--- src/rtl/fir_pkg.sv ---
// Shared FIR definitions: default sample width, sample type and the signed
// saturation limits used by every tap.
package fir_pkg;

   localparam int FIR_N     = 32;
   localparam int FIR_LIM_W = 128;

   typedef logic signed [FIR_N-1:0] fir_sample_t;

   // Largest value representable in an n-bit two's complement word (n <= 127).
   function automatic logic signed [FIR_LIM_W-1:0] FIR_MAX(input int n);
      logic signed [FIR_LIM_W-1:0] one_v;
      one_v   = 128'sd1;
      FIR_MAX = (one_v <<< (n - 1)) - one_v;
   endfunction

   // Smallest value representable in an n-bit two's complement word.
   function automatic logic signed [FIR_LIM_W-1:0] FIR_MIN(input int n);
      FIR_MIN = ~FIR_MAX(n);
   endfunction

endpackage

--- src/rtl/tapped_delay_block_chk.sv ---
// Property checker for the tap's delay register, instantiated by the top.
module tapped_delay_block_chk
   import fir_pkg::*;
#(
   parameter int N = FIR_N
) (
   input logic                clk,
   input logic                rst,
   input logic                ena,
   input logic signed [N-1:0] x_in,
   input logic signed [N-1:0] x_out
);

   a_rst_clears : assert property (@(posedge clk) rst |=> (x_out == {N{1'b0}}));
   a_ena_loads  : assert property (@(posedge clk) (!rst && ena) |=> (x_out == $past(x_in)));
   a_hold       : assert property (@(posedge clk) (!rst && !ena) |=> $stable(x_out));

endmodule

--- src/rtl/tdb_mac.sv ---
// Combinational multiply-add of one FIR tap: y_out = y_in + b*x_in.
// Wraps modulo 2^N unless TAPPED_DELAY_SAT_EN selects saturating arithmetic.
module tdb_mac
   import fir_pkg::*;
#(
   parameter int N = FIR_N
) (
   input  logic signed [N-1:0] x_in,
   input  logic signed [N-1:0] b,
   input  logic signed [N-1:0] y_in,
   output logic signed [N-1:0] y_out
);

`ifdef TAPPED_DELAY_SAT_EN
   localparam logic signed [2*N-1:0] P_MAX = (2*N)'(FIR_MAX(N));
   localparam logic signed [2*N-1:0] P_MIN = (2*N)'(FIR_MIN(N));
   localparam logic signed [N:0]     S_MAX = (N+1)'(FIR_MAX(N));
   localparam logic signed [N:0]     S_MIN = (N+1)'(FIR_MIN(N));

   logic signed [2*N-1:0] prod_s;
   logic signed [N-1:0]   p_clamp_s;
   logic signed [N:0]     sum_s;

   // Operands are sign-extended to 2N bits by context, giving the full product.
   assign prod_s = b * x_in;

   // Clamp the full product, then clamp the one-bit-wider sum.
   always_comb begin
      p_clamp_s = prod_s[N-1:0];
      sum_s     = {(N+1){1'b0}};
      y_out     = {N{1'b0}};
      if (prod_s > P_MAX) begin
         p_clamp_s = P_MAX[N-1:0];
      end else if (prod_s < P_MIN) begin
         p_clamp_s = P_MIN[N-1:0];
      end else begin
         p_clamp_s = prod_s[N-1:0];
      end
      sum_s = (N+1)'(y_in) + (N+1)'(p_clamp_s);
      if (sum_s > S_MAX) begin
         y_out = S_MAX[N-1:0];
      end else if (sum_s < S_MIN) begin
         y_out = S_MIN[N-1:0];
      end else begin
         y_out = sum_s[N-1:0];
      end
   end
`else
   logic signed [N-1:0] prod_s;

   // The low N bits of the product are all a wrapping sum needs.
   assign prod_s = b * x_in;
   assign y_out  = y_in + prod_s;
`endif

endmodule

--- src/rtl/tapped_delay_block.sv ---
// One direct-form FIR tap: enabled one-sample delay plus combinational MAC.
// Optional macro TAPPED_DELAY_SAT_EN makes the MAC saturate instead of wrap.
module tapped_delay_block
   import fir_pkg::*;
#(
   parameter int N = FIR_N
) (
   input  logic                clk,
   input  logic                rst,
   input  logic                ena,
   input  logic signed [N-1:0] x_in,
   input  logic signed [N-1:0] b,
   input  logic signed [N-1:0] y_in,
   output logic signed [N-1:0] x_out,
   output logic signed [N-1:0] y_out
);

   logic signed [N-1:0] x_dly_r;

   // Sample delay register; reset wins over the advance enable.
   always_ff @(posedge clk) begin
      if (rst) begin
         x_dly_r <= {N{1'b0}};
      end else if (ena) begin
         x_dly_r <= x_in;
      end else begin
         x_dly_r <= x_dly_r;
      end
   end

   assign x_out = x_dly_r;

   // The tap's own contribution uses the undelayed sample.
   tdb_mac #(.N(N)) u_mac (
      .x_in  (x_in),
      .b     (b),
      .y_in  (y_in),
      .y_out (y_out)
   );

   tapped_delay_block_chk #(.N(N)) u_chk (
      .clk   (clk),
      .rst   (rst),
      .ena   (ena),
      .x_in  (x_in),
      .x_out (x_dly_r)
   );

endmodule

--- config.mk ---
export PLATFORM = sky130hd
export DESIGN_NAME = tapped_delay_block
export DESIGN_NICKNAME = d
export VERILOG_FILES = /design/src/rtl/fir_pkg.sv /design/src/rtl/tapped_delay_block_chk.sv /design/src/rtl/tdb_mac.sv /design/src/rtl/tapped_delay_block.sv
export SDC_FILE = /design/constraint.sdc
export NUM_CORES = 1
export LEC_CHECK = 0
export BUFFER_PORTS_ARGS = -buffer_cell sky130_fd_sc_hd__clkbuf_2
export CELL_PAD_IN_SITES_DETAIL_PLACEMENT = 2
export CELL_PAD_IN_SITES_GLOBAL_PLACEMENT = 2
export CORE_AREA = 2 2 229 231
export CTS_CLUSTER_DIAMETER = 100
export DETAILED_ROUTE_END_ITERATION = 6
export DIE_AREA = 0 0 231 233
export MAX_ROUTING_LAYER = met4
export PLACE_DENSITY = 0.8
export SLEW_MARGIN = 10
export SYNTH_ARGS = -nofsm -noshare
export SYNTH_HDL_FRONTEND = slang
export SYNTH_HIERARCHICAL = 1
export SYNTH_SLANG_ARGS = --single-unit
--- constraint.sdc ---
create_clock -name clk -period 7.6 [get_ports clk]
set_input_delay 0.38 -clock clk [delete_from_list [all_inputs] [get_ports clk]]
set_output_delay 0.38 -clock clk [all_outputs]
set_load 0.005 [all_outputs]
==> results.json <==
{
  "synth_nets": 2732,
  "dp_hpwl_um": 61500,
  "drv_cap": 0,
  "die_h_um": 233,
  "hold_buffers": 0,
  "cp.required_ns": 7.22,
  "nets": 2909,
  "dr.pass1.iters": 5,
  "drt-initial-drc-count": 558,
  "r2r-end": "x_out[0]$_SDFFE_PP0P_",
  "ys_types": 41,
  "io_pins": 163,
  "cts.sinks": 32,
  "initial_core_util_pct": 35.8,
  "area_growth_pct": 13.9,
  "crit_fanout": 10,
  "syn_area_sq_um": 18300,
  "gp_congestion": 0.864,
  "routed_wl_um": 70800,
  "cts_made_buffers": 5,
  "grt_max_degree": 33,
  "slew_violations": 0,
  "clk_path_buf_depth": 2,
  "clock.fmax_mhz": 135,
  "tightest_slew_ns": 1.17,
  "worstSetupStartpointType": "input port",
  "synthCells": 2044,
  "final_cell_mix": "534 x inv_1, 430 x fa_1, 267 x and2_1",
  "skew_ns": 0,
  "htreeDepth": 2,
  "finalCritPeriodShare_pct": 97.4,
  "fin_util_pct": 40.7,
  "setup_viol": 0,
  "fp.dieW_um": 231,
  "clk_pin_slew_ns": 0.05,
  "worst_slack_ns": 0.199,
  "portBuffers": 162,
  "worstSetupEndpointType": "primary output",
  "via_count": 14300,
  "hold_depth": 3,
  "ys_warn_count": 6,
  "grt_pass1_vias": 18100,
  "timing.final.crit_period_ns": 7.40,
  "antenna_found_initial": 4,
  "synth-seq-cells": 32,
  "clk_latency_ns": 0.28,
  "largest_register_ffs": 32,
  "ant_nets": 0,
  "postSynth.asyncResetShare_pct": 0,
  "rows": 83,
  "wl_met3_um": 1490,
  "final_common_cell": "inv_1",
  "grt_pass1_wl_um": 108000,
  "arrival_ns": 7.02,
  "worst-setup-path-type": "input port to primary output",
  "routed_via_density": 4.93,
  "pre_cts_ws_ns": -0.283,
  "worstRegToRegCells": 2,
  "drive_gt1_share_pct": 14.2,
  "status": "finished clean",
  "slew_headroom_pct": 21.8,
  "drc": 0,
  "grt_usage_pct": 27.8,
  "rsz0062_at_grt": "true",
  "fin_tns_setup_ns": 0,
  "hold_class": "input port to register",
  "wl_met2_um": 39700,
  "min_to": "x_out[30]$_SDFFE_PP0P_",
  "synth-main-ff-cell": "dfxtp_1",
  "cts_tree": "built",
  "drt-met1-wl_um": 26300,
  "synth_edf_count": 0,
  "finalHoldViolCount": 0,
  "r2r_start": "x_out[0]$_SDFFE_PP0P_",
  "fp.coreArea_sq_um": 51100,
  "worstHoldStart": "x_in[30]",
  "top_layer": "met4",
  "wl_per_cell_um": 24.4,
  "die-area_sq_um": 53800,
  "grt_overflow_total": 0,
  "avgSynthCellArea_sq_um": 8.94,
  "rrSetupSlack_ns": 6.88,
  "synth-seq-area-share_pct": 3.51,
  "cts-root-buf": "clkbuf_16"
}
==> what timing repair did <==
action                     4_1_cts  5_1_grt
gates cloned                     0        0
setup endpoints to repair        5       11
buffers inserted                 0        5
resized for setup               26       78
pin swaps                        6       39
==> kinds of logic (layout without fill, tap and decap cells) <==
group / Yosys count / in the layout / share of synthesized area, %
XOR/XNOR: 88 / 88 / 4.22
AND/OR/NAND/NOR: 603 / 603 / 16.3
buffers and inverters: 629 / 807 / 13.2
flip-flops: 32 / 32 / 3.51
adder cells (fa/ha/maj): 589 / 589 / 58.3
AO/OA/AOI/OAI: 70 / 70 / 2.55
other: 0 / 5 / 0
multiplexers: 33 / 33 / 1.81
==> metrics by stage <==
| stage | hold slack, ns | std cells | cell area [sq um] |
|---|---|---|---|
| after floorplan | 0.452 | 2044 | 18300 |
| after global placement | 0.474 | 2889 | 20300 |
| after detailed placement | 0.490 | 2889 | 20300 |
| after CTS | 0.401 | 2897 | 20500 |
| after global routing | 0.467 | 2906 | 20800 |
| final | 0.395 | 2907 | 20800 |
==> metal layers <==
layer  up-vias  global-route usage [%]
met4         0                    11.7
met5         -                       -
met3       165                    1.72
li1       6170                       -
met2       316                    53.9
met1      7685                    28.9
==> critical path, stage by stage <==
cell and delay (ns):
buf_4 0.19, and2_4 0.17, fa_1 0.50, fa_1 0.57, inv_1 0.07, fa_1 0.50, fa_1 0.56, inv_1 0.06
fa_1 0.50, fa_1 0.44, fa_1 0.50, inv_1 0.05, fa_1 0.50, inv_2 0.06, ha_4 0.28, nand3_2 0.07
or3_4 0.39, o211a_1 0.25, o21a_1 0.20, o31a_1 0.32, o21ai_1 0.19, xnor2_1 0.13, buf_2 0.12
==> synthesized netlist by cell type (2+ instances only) <==
cell type    n  area (sq um)
o21a_1       4          30.0
nand2b_1     2          12.5
and2_1     272          1700
mux2i_1     33           330
dfxtp_1     32           641
xnor2_1     69           604
o21ai_1      3          15.0
o21ai_0     12          60.1
buf_2        2          10.0
or3_1        3          18.8
buf_12       3          60.1
o21bai_1     3          22.5
a21o_1      10          75.1
nand3_1      3          15.0
ha_1       151          1890
xor2_1      19           166
fa_1       438          8770
a21oi_1     22           110
nor2_1      51           191
or2_2        2          12.5
o31a_1       2          17.5
nand2_1    265           995
clkbuf_1    88           330
inv_1      535          2010
nor2b_1      2          12.5
o211ai_1     2          15.0
a211oi_1     2          15.0
==> area by class of cell <==
type | count | area (sq um)
Multi-Input combinational cell | 1383 | 15400
Sequential cell | 32 | 641
Tap cell | 680 | 851
Clock buffer | 8 | 146
Timing Repair Buffer | 264 | 1740
Fill cell | 5662 | 30300
Antenna cell | 5 | 12.5
Inverter | 535 | 2010
==> worst max path at each step <==
stage | from | endpoint | slack [ns] | depth (start not counted)
after floorplan | b[13] | y_out[29] | 0.41 | 24
after global placement | x_in[5] | y_out[31] | 0.03 | 26
after detailed placement | x_in[3] | y_out[31] | -0.28 | 25
after CTS | b[7] | y_out[29] | 0.003 | 26
after global routing | x_in[0] | y_out[29] | -0.08 | 24
final | x_in[2] | y_out[29] | 0.20 | 23
Power is left out: the tool's default activity adds up to more than one toggle a clock period on the data nets, which glitch-free logic cannot reach.
